<file path="src/rtl/fetch_pkg.sv">
// Shared types and default sizes for the instruction fetch controller.
package fetch_pkg;

    localparam int PSIZE_DEF = 6;
    localparam int ISIZE_DEF = 24;

    typedef enum logic [1:0] {
        IDLE = 2'd0,
        RUN  = 2'd1,
        HALT = 2'd2
    } state_e;

    // Next-pc source, chosen by the fetch FSM and applied inside pc_next.
    typedef enum logic [1:0] {
        PC_HOLD = 2'd0,
        PC_INC  = 2'd1,
        PC_LOAD = 2'd2,
        PC_ZERO = 2'd3
    } pc_sel_e;

endpackage

</file>
<file path="src/rtl/pc_next.sv">
// Program counter register with its next-value mux and branch target adder.
module pc_next
    import fetch_pkg::*;
#(
    parameter int Psize = PSIZE_DEF
) (
    input  logic             clk_i,
    input  logic             rst_ni,
    input  logic [1:0]       sel_i,
    input  logic             br_abs_i,
    input  logic [Psize-1:0] br_addr_i,
    input  logic [Psize-1:0] instr_pc_i,
    output logic [Psize-1:0] target_o,
    output logic [Psize-1:0] pc_o
);

    localparam logic [Psize-1:0] ONE = {{(Psize-1){1'b0}}, 1'b1};

    logic [Psize-1:0] pc_q;
    logic [Psize-1:0] pc_d;
    logic [Psize-1:0] target;

    // At equal width, a modulo-2^Psize add of the raw offset is the same as
    // adding its sign-extended value, so no explicit extension is needed.
    always_comb begin
        target = br_abs_i ? br_addr_i : (instr_pc_i + br_addr_i);
    end

    always_comb begin
        pc_d = pc_q;
        case (pc_sel_e'(sel_i))
            PC_HOLD: pc_d = pc_q;
            PC_INC:  pc_d = pc_q + ONE;
            PC_LOAD: pc_d = target;
            PC_ZERO: pc_d = '0;
            default: pc_d = pc_q;
        endcase
    end

    always_ff @(posedge clk_i or negedge rst_ni) begin
        if (!rst_ni) begin
            pc_q <= '0;
        end else begin
            pc_q <= pc_d;
        end
    end

    assign target_o = target;
    assign pc_o     = pc_q;

endmodule

</file>
<file path="src/rtl/fetch_ctrl.sv">
// Instruction fetch controller: IDLE/RUN/HALT FSM, instruction register and branch bubble.
// Define FETCH_SELFLOOP_HALT_EN to turn a branch-to-self into a halt.
module fetch_ctrl
    import fetch_pkg::*;
#(
    parameter int Psize = PSIZE_DEF,
    parameter int Isize = ISIZE_DEF
) (
    input  logic             clk,
    input  logic             reset,
    input  logic             start,
    input  logic             stall,
    input  logic             halt_req,
    input  logic             br_abs,
    input  logic             br_rel,
    input  logic [Psize-1:0] br_addr,
    output logic [Psize-1:0] mem_addr,
    input  logic [Isize:0]   mem_data,
    output logic [Isize:0]   instr,
    output logic [Psize-1:0] instr_pc,
    output logic             instr_valid,
    output logic             running,
    output logic             halted,
    output logic [1:0]       state_dbg
);

`ifdef FETCH_SELFLOOP_HALT_EN
    localparam bit SELFLOOP_HALT = 1'b1;
`else
    localparam bit SELFLOOP_HALT = 1'b0;
`endif

    state_e           state_q, state_d;
    logic [Isize:0]   instr_q, instr_d;
    logic [Psize-1:0] instr_pc_q, instr_pc_d;
    logic             valid_q, valid_d;
    pc_sel_e          pc_sel;
    logic [Psize-1:0] pc;
    logic [Psize-1:0] target;

    pc_next #(
        .Psize(Psize)
    ) u_pc_next (
        .clk_i      (clk),
        .rst_ni     (reset),
        .sel_i      (pc_sel),
        .br_abs_i   (br_abs),
        .br_addr_i  (br_addr),
        .instr_pc_i (instr_pc_q),
        .target_o   (target),
        .pc_o       (pc)
    );

    // Stall beats everything; halt and branch act only on a valid instruction,
    // and halt is checked before branch.
    always_comb begin
        state_d    = state_q;
        instr_d    = instr_q;
        instr_pc_d = instr_pc_q;
        valid_d    = valid_q;
        pc_sel     = PC_HOLD;
        case (state_q)
            IDLE, HALT: begin
                valid_d = 1'b0;
                if (start) begin
                    state_d = RUN;
                    pc_sel  = PC_ZERO;
                end
            end
            RUN: begin
                if (!stall) begin
                    if (valid_q && halt_req) begin
                        state_d = HALT;
                        valid_d = 1'b0;
                    end else if (valid_q && (br_abs || br_rel)) begin
                        valid_d = 1'b0;
                        if (SELFLOOP_HALT && (target == instr_pc_q)) begin
                            state_d = HALT;
                        end else begin
                            pc_sel = PC_LOAD;
                        end
                    end else begin
                        instr_d    = mem_data;
                        instr_pc_d = pc;
                        valid_d    = 1'b1;
                        pc_sel     = PC_INC;
                    end
                end
            end
            default: begin
                state_d = IDLE;
                valid_d = 1'b0;
            end
        endcase
    end

    always_ff @(posedge clk or negedge reset) begin
        if (!reset) begin
            state_q    <= IDLE;
            instr_q    <= '0;
            instr_pc_q <= '0;
            valid_q    <= 1'b0;
        end else begin
            state_q    <= state_d;
            instr_q    <= instr_d;
            instr_pc_q <= instr_pc_d;
            valid_q    <= valid_d;
        end
    end

    assign mem_addr    = pc;
    assign instr       = instr_q;
    assign instr_pc    = instr_pc_q;
    assign instr_valid = valid_q;
    assign running     = (state_q == RUN);
    assign halted      = (state_q == HALT);
    assign state_dbg   = state_q;

endmodule
</file>
<file path="config.mk">
export PLATFORM = sky130hd
export DESIGN_NAME = fetch_ctrl
export DESIGN_NICKNAME = d
export VERILOG_FILES = /design/src/rtl/fetch_pkg.sv /design/src/rtl/pc_next.sv /design/src/rtl/fetch_ctrl.sv
export SDC_FILE = /design/constraint.sdc
export NUM_CORES = 1
export LEC_CHECK = 0
export CAP_MARGIN = 30
export CORE_UTILIZATION = 44
export CTS_CLUSTER_SIZE = 14
export DETAILED_ROUTE_END_ITERATION = 7
export GPL_TIMING_DRIVEN = 0
export PLACE_DENSITY = 0.79
export SLEW_MARGIN = 0
export SYNTH_ARGS = -nofsm -noshare
export SYNTH_HDL_FRONTEND = slang
export SYNTH_HIERARCHICAL = 1
export SYNTH_SLANG_ARGS = --single-unit
</file>
<file path="constraint.sdc">
create_clock -name clk -period 2.6 [get_ports clk]
set_clock_uncertainty 0.05 [all_clocks]
set_input_delay 0.52 -clock clk [delete_from_list [all_inputs] [get_ports clk]]
set_output_delay 0.52 -clock clk [all_outputs]
set_load 0.1 [all_outputs]
</file>
-- Word level (Yosys, flattened, before mapping)
Index checks and enable logic that the tools add are counted.
W data, S select, Z words.
- bits in registers: 40
- input bits: 38
- output and inout port bits: 42
- word-level logic and storage cells: 41
- $add $sub $neg: 2
- eq/ne operators: 8
- muxes and demuxes: 15
- bitwise gates (word level): 3
- reductions and logical operators: 8
- operators by type and width (operator ; number):
    $pmux W6 S3 ; 1
    $mux W2 ; 7
    $pmux W2 S2 ; 2
    $add A6 B1 Y6 const B ; 1
    $add A6 B6 Y6 ; 1
    $eq A2 B2 Y1 const B ; 3
    $mux W6 ; 1
    $eq A2 B1 Y1 const B ; 2
    $logic_not A2 Y1 ; 2
    $mux W1 ; 4
    $ne A2 B2 Y1 const B ; 2
    $reduce_and A4 Y1 ; 1
    $not A1 Y1 ; 3
    $reduce_and A3 Y1 ; 1
    $logic_and A1 B1 Y1 ; 2
    $ne A2 B1 Y1 const B ; 1
    $reduce_or A2 Y1 ; 1
    $logic_or A1 B1 Y1 ; 1

-- Logic depth before layout (Yosys ltp)
Gate-level depths: netlist (run 1).
- depth in word-level cells: 8
- mapped depth: 9
- gate-level depth less buffers: 9

-- Cells and area by module
The synthesis (run 1) kept the hierarchy.
- by module, submodules not included (module ; instances ; cells an instance ; area each (µm²) ; seq. area each (µm²)):
    fetch_ctrl ; 1 ; 86 ; 1468.9 ; 850.8
    pc_next ; 1 ; 68 ; 630.6 ; 150.1

-- Worst setup path after synthesis (run 1)
Ideal clock, no wire load.
- path kind: reg2reg
- start point: register state_q[0] (netlist: state_dbg[0])
- end point: register u_pc_next.pc_q[5] (netlist: u_pc_next/pc_o[5])
- setup time: 0.069 ns
- arrival time: 3.096 ns
- required time: 2.481 ns
- path slack: -0.615 ns
- cell stages (with the launch flop): 9
- path buffers: 2
- cells stage by stage: dfrtp_1 > and2b_1 > nand3b_4 > buf_6 > nand2_1 > buf_6 > or4b_1 > a21oi_1 > a221o_1
- elaborated cells on any way between the ends: 10
- those cells by class: eq/ne: 5; mux: 2; reduce/logical: 3
- RTL lines (element ; RTL line ; RTL):
    from (decl) ; fetch_ctrl.sv:33 ; state_e state_q, state_d;
    from (signal assigned) ; fetch_ctrl.sv:104 ; state_q <= state_d;
    $eq A2 B1 Y1 (*) ; -- ;
    via running ; fetch_ctrl.sv:22 ; output logic running,
    $pmux W2 S2 (*) ; fetch_ctrl.sv:62 ; case (state_q)
    via pc_sel[0] ; fetch_ctrl.sv:37 ; pc_sel_e pc_sel;
    $eq A2 B2 Y1 or $eq A2 B1 Y1 (tied branches) ; pc_next.sv:31 ; case (pc_sel_e'(sel_i))
    $pmux W6 S3 ; pc_next.sv:31 ;
    to (signal assigned) ; pc_next.sv:44 ; pc_q <= pc_d;
    to (decl) ; pc_next.sv:19 ; logic [Psize-1:0] pc_q;
Mark *: on every way through the listed nets, which the timed path passes. The rest lies on a longest branch.
A chain may end at the register's enable or synchronous reset.

-- Worst setup path in the final report (run 1)
- start point: register u_pc_next.pc_q[3] (netlist: u_pc_next/pc_o[3])
- end point: output port mem_addr[3]
- RTL lines (element ; RTL line ; RTL):
    to (decl) ; fetch_ctrl.sv:17 ; output logic [Psize-1:0] mem_addr,
No word-level cell between the ends.

==> impl_metrics.csv, run 1 <==
group,metric,value,unit
worst_setup_path,path_cells,"clkdlybuf4s50_1",
worst_setup_path,slowest_delay,1180,ps
cells_and_area,nFillCells,337,
timing,fin_crit,2511,ps
route,vias_per_cell,5.123,
synth,yosysMostFrequentCell,"dfrtp_1",
worst_setup_path,regToRegEndpoint,"u_pc_next/pc_o[5]",
floorplanning,die_area,0.005052,mm2
global_route,grtUsageTotal,18.82,%
run_status,outcome,"finished, violations left",
worst_setup_path,start_kind,"flip-flop",
timing,report.final.setup_viol,0,
run_status,violations,"design-rule violations",
cells_and_area,final_cells,293,
synth,yosys-top-cells-count,"dfrtp_1 (40), mux2_4 (29), nand2_1 (9)",
timing,worst_pin_slew,996.4,ps
placement,placed_cells,285,
placement,port_buffers,79,
timing,fmax,398.3,MHz
route,drtIter0Drc,79,
floorplanning,core,0.004474,mm2
route,drcViolationCount,3,
synth,synth_seq_area_share,47.68,%
synth,synth_top_area_share,47.68,%
global_route,grt_pass1_wl,7286,um
global_route,grt_pass1_vias,1472,
clock_tree,clock_sinks,40,
global_route,grt_overflow_total,0,
clock_tree,cts.root.buffer_cell,"clkbuf_8",
synth,async_reset_ff_share,100.0,%
worst_setup_path,reg2reg_from,"state_dbg[1]",
worst_setup_path,reg2reg_slack,580,ps
worst_setup_path,path_delay_family,"buffers and inverters",
floorplanning,dieWidth,71.08,um
hold_path,hold_path.class,"primary input to async pin",
synth,synth.largest_area_cell,"dfrtp_1",
flow_run,maxCapViolCount,0,
worst_setup_path,endpoint,"mem_addr[3]",
clock_tree,hold_buffers,0,
cells_and_area,antenna_cells,0,
route,totalWireLength,4586,um
floorplanning,fp.dieH,71.08,um
cells_and_area,fin_nets,285,
route,wire_per_inst,15.65,um
timing,hold_violations,0,
worst_setup_path,crit_buf_inv,1,
floorplanning,io_pins,80,
clock_tree,clk-insertion-delay-late,300,ps
clock_tree,cts_post_setup_buffers_inserted,0,
timing,hold_ws,297.2,ps
global_route,antenna_found_initial,0,
floorplanning,fp-row-count,24,
clock_tree,cts_max_level,2,
synth,syn_avg_cell_area,13.63,um2
synth,yosys_warnings,6,
synth,synthCells,154,
worst_setup_path,required,2030,ps
worst_setup_path,crit_path_end_kind,"output pin",
synth,mappedNetlistNets,199,
worst_setup_path,reg2regPathDepth,8,
worst_setup_path,critPathLaunch,"u_pc_next/pc_o[3]",
clock_tree,cts_max_path_buffers,2,
timing,relSlewSlack,33.36,%
route,first_pass_iters,6,
cells_and_area,syn2layout_area_growth,46.19,%
placement,dp_hpwl,3435,um
clock_tree,cts_tree,"yes",
synth,synth_edf_count,0,
cells_and_area,drive_gt1_share,22.82,%
route,ant_nets,0,
clock_tree,numCtsBuffers,5,
floorplanning,initial_core_util,46.92,%
synth,yosys-top-cells-area,"dfrtp_1 (48%), mux2_4 (21%), ha_1 (3.6%)",
worst_setup_path,critical-path-slowest-cell,"clkdlybuf4s50_1",
synth,synth_ff_type,"dfrtp_1",
clock_tree,clk_pin_slew,80,ps
global_route,grt_max_degree,41,
synth,synth_cell_type_count,35,
worst_setup_path,critPathMaxFanout,7,
worst_setup_path,crit_cells,1,
synth,ys_ff_latch,40,
timing,slew_violations,0,
timing,rsz0062_at_grt,"no",
route,num_vias,1501,
placement,place_congestion,0.7614,
timing,min_period_over_period,96.57,%
worst_setup_path,critPathArrivalTime,1940,ps
worst_setup_path,criticalPathCategory,"flip-flop to output pin",
synth,syn_area,0.002100,mm2
clock_tree,ctsResizeCount,1,
==> final cells by class <==
cell class	instances	area, um2	area share (%)
plain buffers	6	63.81	2.079
clock inverters	3	42.54	1.386
flip-flops and latches	40	1003	32.69
repair buffers	79	787.0	25.64
inverters	6	22.52	0.7338
clock buffers	5	68.82	2.242
well taps	52	65.06	2.120
multi-input cells	102	1016	33.10
==> worst min-delay path by stage <==
stage | cells after the start | to | slack (ps)
final | 1 | instr[2] | 300
after detailed placement | 1 | instr_valid | 430
after global routing | 1 | instr[13] | 370
after global placement | 1 | instr_valid | 420
after floorplan | 0 | instr[0] | 170
after CTS | 1 | instr_valid | 330
==> worst register-to-register path, delay by kind of cell (launching register included) <==
| kind | cells | cell delay (ps) |
|---|---|---|
| simple gates | 4 | 910 |
| flops | 1 | 430 |
| buf+inv | 2 | 320 |
| compound gates | 2 | 260 |
==> state kept, by name (all words and copies together), names as in the netlist <==
| signal | flops |
|---|---|
| state_dbg | 2 |
| u_pc_next/pc_o | 6 |
| instr_pc | 6 |
| instr_valid | 1 |
| instr | 25 |
==> cells by family (layout without fill, tap and decap cells) <==
group | after synthesis | after routing | share of synthesized area (%)
adders and majority gates | 7 | 7 | 4.529
AOI/OAI and AO/OA | 25 | 25 | 9.118
muxes | 37 | 37 | 24.73
buffers and inverters | 12 | 99 | 4.112
and+or+nand+nor | 29 | 29 | 8.164
xor gates and xnor gates | 4 | 4 | 1.669
DFF | 40 | 40 | 47.68
==> placed cells by master (no fill, tap or decap), drive strengths merged, types with 3 or more instances in the layout <==
cell type and n:
buf 7, inv 6, nand3 3, nor2b 5, ha 6, clkbuf 5, o21ai 5, mux2i 5
mux2 32, nor2 4, nand2 9, clkdlybuf4s50 76, a21oi 5, dfrtp 40
==> per-stage QoR <==
stage | TNS, ps | setup WS, ps | cell area [um2] | util, %
final | 0 | 89.13 | 3069 | 68.60
after global routing | 0 | 28.09 | 3069 | 68.60
after CTS | 0 | 11.43 | 3067 | 68.54
after detailed placement | -85.54 | -85.54 | 2957 | 66.08
after global placement | -1759 | -180.7 | 2962 | 66.19
after floorplan | -25.16 | -25.16 | 2106 | -
==> metal layers <==
metal | GRT usage (%) | part of all wire, % | up-vias
li1 | - | - | 722
met5 | 0 | 0 | -
met4 | 6.889 | 2.3 | 0
met1 | 25.37 | 44 | 735
met2 | 29.81 | 49 | 34
met3 | 4.274 | 3.9 | 10
Power of run 1 is left out: the tool's default activity adds up to more than one toggle a clock period on the data nets, which glitch-free logic cannot reach.
==> run 2, diff against run 1 <==
- ABC_AREA: unset -> 1
- CORE_UTILIZATION: 44 -> 45
- PLACE_DENSITY: 0.79 -> 0.8
- RECOVER_POWER: unset -> 100
- SLEW_MARGIN: 0 -> unset
==> run 2 against run 1 <==
The flow now finishes without violations. Sequential share of layout area down 0.53 points. Via count up 36%. First-iteration DRC count up 3.8%. Largest cell class unchanged. Cell count up 37%. Wire length up 18%. Area after synthesis up 3.8%. Flip-flop and latch count unchanged. Utilization up 0.49 points. Die area up 1.4%. Hold slack better by 18 ps.
==> impl_metrics.csv, run 2 <==
group,metric,value,unit
worst_setup_path,required,2030,ps
clock_tree,hold_buffers,0,
cells_and_area,antenna_cells,0,
clock_tree,cts_max_level,2,
floorplanning,io_pins,80,
route,dr.max_layer_used,"met4",
timing,rsz0062_at_grt,"no",
synth,yosys_warnings,6,
worst_setup_path,critPathArrivalTime,1970,ps
worst_setup_path,critical-path-slowest-cell,"clkdlybuf4s50_1",
synth,syn_area,0.002178,mm2
worst_setup_path,path_delay_family,"buffers and inverters",
hold_path,hold_path.class,"primary input to async pin",
global_route,grt_max_degree,41,
cells_and_area,fin_nets,392,
route,wl_met3,222,um
floorplanning,initial_core_util,48.36,%
clock_tree,cts_tree,"yes",
clock_tree,clk_pin_slew,90,ps
clock_tree,clk-insertion-delay-late,290,ps
flow_run,maxCapViolCount,0,
route,drtIter0Drc,82,
route,wire_per_inst,13.49,um
cells_and_area,nFillCells,390,
floorplanning,die_area,0.005123,mm2
floorplanning,fp.dieH,71.58,um
timing,fin_crit,2542,ps
timing,relSlewSlack,33.14,%
clock_tree,clock_sinks,40,
global_route,grtUsageTotal,22.04,%
cells_and_area,mostFrequentLayoutCells,"nand2_1 (94), clkdlybuf4s50_1 (41), dfrtp_1 (40)",
worst_setup_path,crit_buf_inv,1,
run_status,outcome,"complete, no violations",
worst_setup_path,critPathMaxFanout,5,
synth,mappedNetlistNets,306,
clock_tree,cts_max_path_buffers,2,
global_route,grt_overflow_total,0,
timing,slew_violations,0,
timing,fmax,393.3,MHz
worst_setup_path,slowest_delay,1130,ps
worst_setup_path,path_cells,"nor2_2 > clkdlybuf4s50_1",
global_route,grt_pass1_vias,1867,
clock_tree,numCtsBuffers,5,
timing,report.final.setup_viol,0,
route,wl_met1,2627,um
placement,dp_hpwl,4045,um
route,ant_nets,0,
cells_and_area,syn2layout_area_growth,42.85,%
cells_and_area,final_common_cell,"nand2_1",
placement,port_buffers,79,
global_route,grt_pass1_wl,8901,um
clock_tree,cts_post_setup_buffers_inserted,0,
synth,syn_avg_cell_area,8.346,um2
cells_and_area,largest_reg_flops,25,
worst_setup_path,crit_path_end_kind,"output pin",
route,num_vias,2041,
clock_tree,cts.root.buffer_cell,"clkbuf_8",
global_route,antenna_found_initial,0,
route,first_pass_iters,4,
floorplanning,dieWidth,71.58,um
timing,hold_violations,0,
floorplanning,fp-row-count,24,
route,drcViolationCount,0,
timing,worst_pin_slew,999.7,ps
route,totalWireLength,5396,um
worst_setup_path,start_kind,"flip-flop",
placement,place_congestion,0.8753,
route,met2WireLength,2473,um
cells_and_area,drive_gt1_share,8.046,%
worst_setup_path,criticalPathCategory,"flip-flop to output pin",
floorplanning,core,0.004504,mm2
timing,min_period_over_period,97.78,%
route,vias_per_cell,5.103,
synth,synthCells,261,
timing,hold_ws,315.4,ps
## run 2: cell types whose count changed in the layout (fill, tap and decap cells not counted), moves of 5 or more
cell / change
nand2_1: +85
dlygate4sd3_1: +36
mux2_4: -29
nor2_1: +5
clkdlybuf4s50_1: -35
nand4_1: +32
clkbuf_1: +6
inv_1: +15
mux2i_1: -5
nand3_1: +6
## run 2: area by class of cell
class,instances,area (um2),share of cell area [%]
Buffer,12,85.08,2.734
Clock buffer,7,86.33,2.774
Clock inverter,1,7.507,0.2413
Inverter,21,78.83,2.533
Multi-Input combinational cell,188,1003,32.25
Sequential cell,40,1001,32.17
Tap cell,52,65.06,2.091
Timing Repair Buffer,79,784.5,25.21
## run 2: per-layer routing
metal	up-vias	track usage (%)
li1	1044	-
met1	933	30.80
met2	56	35.24
met3	8	4.501
met4	0	5.882
met5	-	0
## run 2: what timing repair did
action                                  in CTS  in global routing
gates resized for setup                      1                  0
endpoints found under the setup margin       1                  0
hold endpoints to repair                     0                  0
## run 2: path summary, 6_finish.rpt
check,from,endpoint,slack (ps),cells after the start
min reg2reg,instr[20],instr[20],420,2
max reg2reg,instr_valid,u_pc_next/pc_o[2],770,8
max,state_dbg[0],halted,60,2
min,reset,instr[13],320,1
min in group clk,instr[20],instr[20],420,2
max in group asynchronous,reset,u_pc_next/pc_o[0],1570,1
## run 2: per-stage QoR
stage	util (%)	cell area, um2	instances	worst slack [ps]	setup TNS, ps
after floorplan	-	2181	261	85.63	0
after global placement	67.42	3037	392	-6.945	-223.5
after detailed placement	67.31	3032	392	39.62	0
after CTS	69.36	3124	400	47.75	0
after global routing	69.08	3112	400	8.914	0
final	69.08	3112	400	57.71	0
Power of run 2 is left out for the same reason.
==> run 3, diff against run 2 <==
- CORE_UTILIZATION: 45 -> 43
- PLACE_DENSITY: 0.8 -> 0.78
- SYNTH_HIERARCHICAL: 1 -> unset
==> run 3 against run 2 <==
The run now ends with design-rule violations, max-capacitance violations, max-slew violations left. First-iteration DRC count grew 26%. Non-clock buffer count shrank 5. Hold slack gained 110 ps. Critical path depth shrank 1. Worst setup slack gained 26 ps. Clock-buffer cell count shrank 2. Die area shrank 1.7%. Flip-flop and latch count is the same. Global-route usage shrank 1.8 points. Sequential share of layout area grew 2.0 points.
==> impl_metrics.csv, run 3 <==
group,metric,value,unit
run_status,outcome,"finished, violations left",
run_status,violations,"design-rule violations, max-capacitance violations, max-slew violations",
synth,synthCells,255,
clock_tree,clock_sinks,40,
worst_setup_path,reg2reg_from,"state_dbg[1]",
cells_and_area,largest_reg_flops,25,
placement,dp_slack,260.6,ps
timing,rsz0062_at_grt,"no",
route,vias_per_cell,4.670,
timing,hold_violations,0,
floorplanning,io_pins,80,
global_route,grtUsageTotal,20.21,%
global_route,antenna_found_initial,0,
timing,relSlewSlack,-42.86,%
clock_tree,cts_max_path_buffers,2,
synth,ys_ff_latch,40,
global_route,grt_pass1_wl,7838,um
worst_setup_path,criticalPathCategory,"flip-flop to output pin",
floorplanning,initial_core_util,45.69,%
clock_tree,cts.root.buffer_cell,"clkbuf_8",
cells_and_area,fin_nets,386,
timing,hold_ws,424.4,ps
route,first_pass_iters,6,
synth,mappedNetlistNets,300,
placement,place_congestion,0.8113,
global_route,grt_overflow_total,0,
synth,yosys-top-cells-area,"dfrtp_1 (49%), nand2_1 (21%), inv_1 (4.0%)",
worst_setup_path,path_cells,"dlygate4sd3_1",
timing,worst_slack,83.68,ps
route,num_vias,1840,
timing,slew_violations,41,
timing,setup_tns,0,ps
floorplanning,dieWidth,70.96,um
synth,synth_ff_type,"dfrtp_1",
route,drcViolationCount,5,
synth,syn_area,0.002044,mm2
worst_setup_path,slowest_delay,1230,ps
cells_and_area,final_common_cell,"nand2_1",
synth,synth_seq_area_share,48.96,%
route,drtIter0Drc,103,
worst_setup_path,crit_path_end_kind,"output pin",
clock_tree,cts_max_level,2,
route,ant_nets,0,
route,totalWireLength,4608,um
floorplanning,fp.dieH,70.96,um
clock_tree,numCtsBuffers,5,
floorplanning,die_area,0.005035,mm2
worst_setup_path,start_kind,"flip-flop",
worst_setup_path,endpoint,"state_dbg[0]",
clock_tree,cts_post_setup_buffers_inserted,0,
synth,synth_top_area_share,48.96,%
worst_setup_path,critPathMaxFanout,4,
global_route,grt_pass1_vias,1816,
global_route,grt_max_degree,41,
clock_tree,clk-insertion-delay-late,290,ps
cells_and_area,antenna_cells,0,
worst_setup_path,required,2030,ps
placement,port_buffers,79,
timing,fin_crit,2516,ps
placement,dp_hpwl,3346,um
synth,yosys_warnings,0,
floorplanning,fp-row-count,24,
synth,synth_edf_count,0,
worst_setup_path,reg2reg_slack,660,ps
clock_tree,cts_tree,"yes",
worst_setup_path,critPathLaunch,"state_dbg[0]",
timing,report.final.setup_viol,0,
synth,syn_avg_cell_area,8.017,um2
worst_setup_path,crit_buf_inv,1,
timing,worst_pin_slew,2143,ps
cells_and_area,drive_gt1_share,5.263,%
synth,synth.largest_area_cell,"dfrtp_1",
flow_run,maxCapViolCount,1,
worst_setup_path,crit_cells,1,
cells_and_area,syn2layout_area_growth,43.15,%
synth,yosys-top-cells-count,"nand2_1 (113), dfrtp_1 (40), inv_1 (22)",
timing,fmax,397.4,MHz
worst_setup_path,critPathArrivalTime,1950,ps
clock_tree,clk_pin_slew,80,ps
synth,yosysMostFrequentCell,"nand2_1",
worst_setup_path,path_delay_family,"buffers and inverters",
synth,synth_cell_type_count,30,
worst_setup_path,regToRegEndpoint,"instr[6]",
floorplanning,core,0.004474,mm2
worst_setup_path,reg2regPathDepth,9,
hold_path,hold_path.class,"flip-flop to flip-flop",
worst_setup_path,critical-path-slowest-cell,"dlygate4sd3_1",
synth,async_reset_ff_share,100.0,%
timing,min_period_over_period,96.78,%
cells_and_area,mostFrequentLayoutCells,"nand2_1 (114), dlygate4sd3_1 (40), dfrtp_1 (40)",
route,wire_per_inst,11.70,um
run 3: cell families (layout without fill, tap and decap cells):
| kind of cell | count (synthesis) | count (layout) | synth area share (%) |
|---|---|---|---|
| simple gates | 146 | 146 | 29.99 |
| flops | 40 | 40 | 48.96 |
| buf+inv | 33 | 120 | 8.078 |
| compound gates | 25 | 25 | 6.610 |
| fa+ha+maj | 7 | 7 | 4.651 |
| xor+xnor | 4 | 4 | 1.714 |
run 3: what timing repair did:
item / CTS / global route
endpoints found under the setup margin: 1 / 1
hold buffers: 0 / 0
resized for setup: 1 / 1
run 3: metrics by stage:
step / util [%] / instances / instance area, um2
after detailed placement: 64.77 / 386 / 2898
after global routing: 65.41 / 394 / 2927
after floorplan: - / 255 / 2047
after global placement: 64.88 / 386 / 2903
after CTS: 66.69 / 394 / 2984
final: 65.41 / 394 / 2927
run 3: worst min path at each step:
stage	start	to	slack [ps]	cells past startpoint
2_1_floorplan	reset	instr[0]	170	0
6_report	instr[0]	instr[0]	420	2
3_3_place_gp	instr[19]	instr[19]	410	2
4_1_cts	reset	instr[21]	330	1
5_1_grt	instr[2]	instr[2]	440	2
3_5_place_dp	instr[18]	instr[18]	410	2
run 3: layout make-up:
type / count / area (um2)
Timing Repair Buffer: 79 / 772.0
Fill cell: 412 / 1548
Multi-Input combinational cell: 182 / 858.3
Clock buffer: 5 / 68.82
Inverter: 26 / 102.6
Sequential cell: 40 / 1001
Buffer: 7 / 40.04
Tap cell: 52 / 65.06
Clock inverter: 3 / 18.77
run 3: routing by layer:
metal  track usage [%]  part of all wire [%]  up-vias
met1             23.82                    46      812
met2             33.87                    46       66
li1                  -                     -      958
met5                 0                     0        -
met3             5.840                   7.5        4
met4             10.00                  0.87        0
Power of run 3 is left out for the same reason.
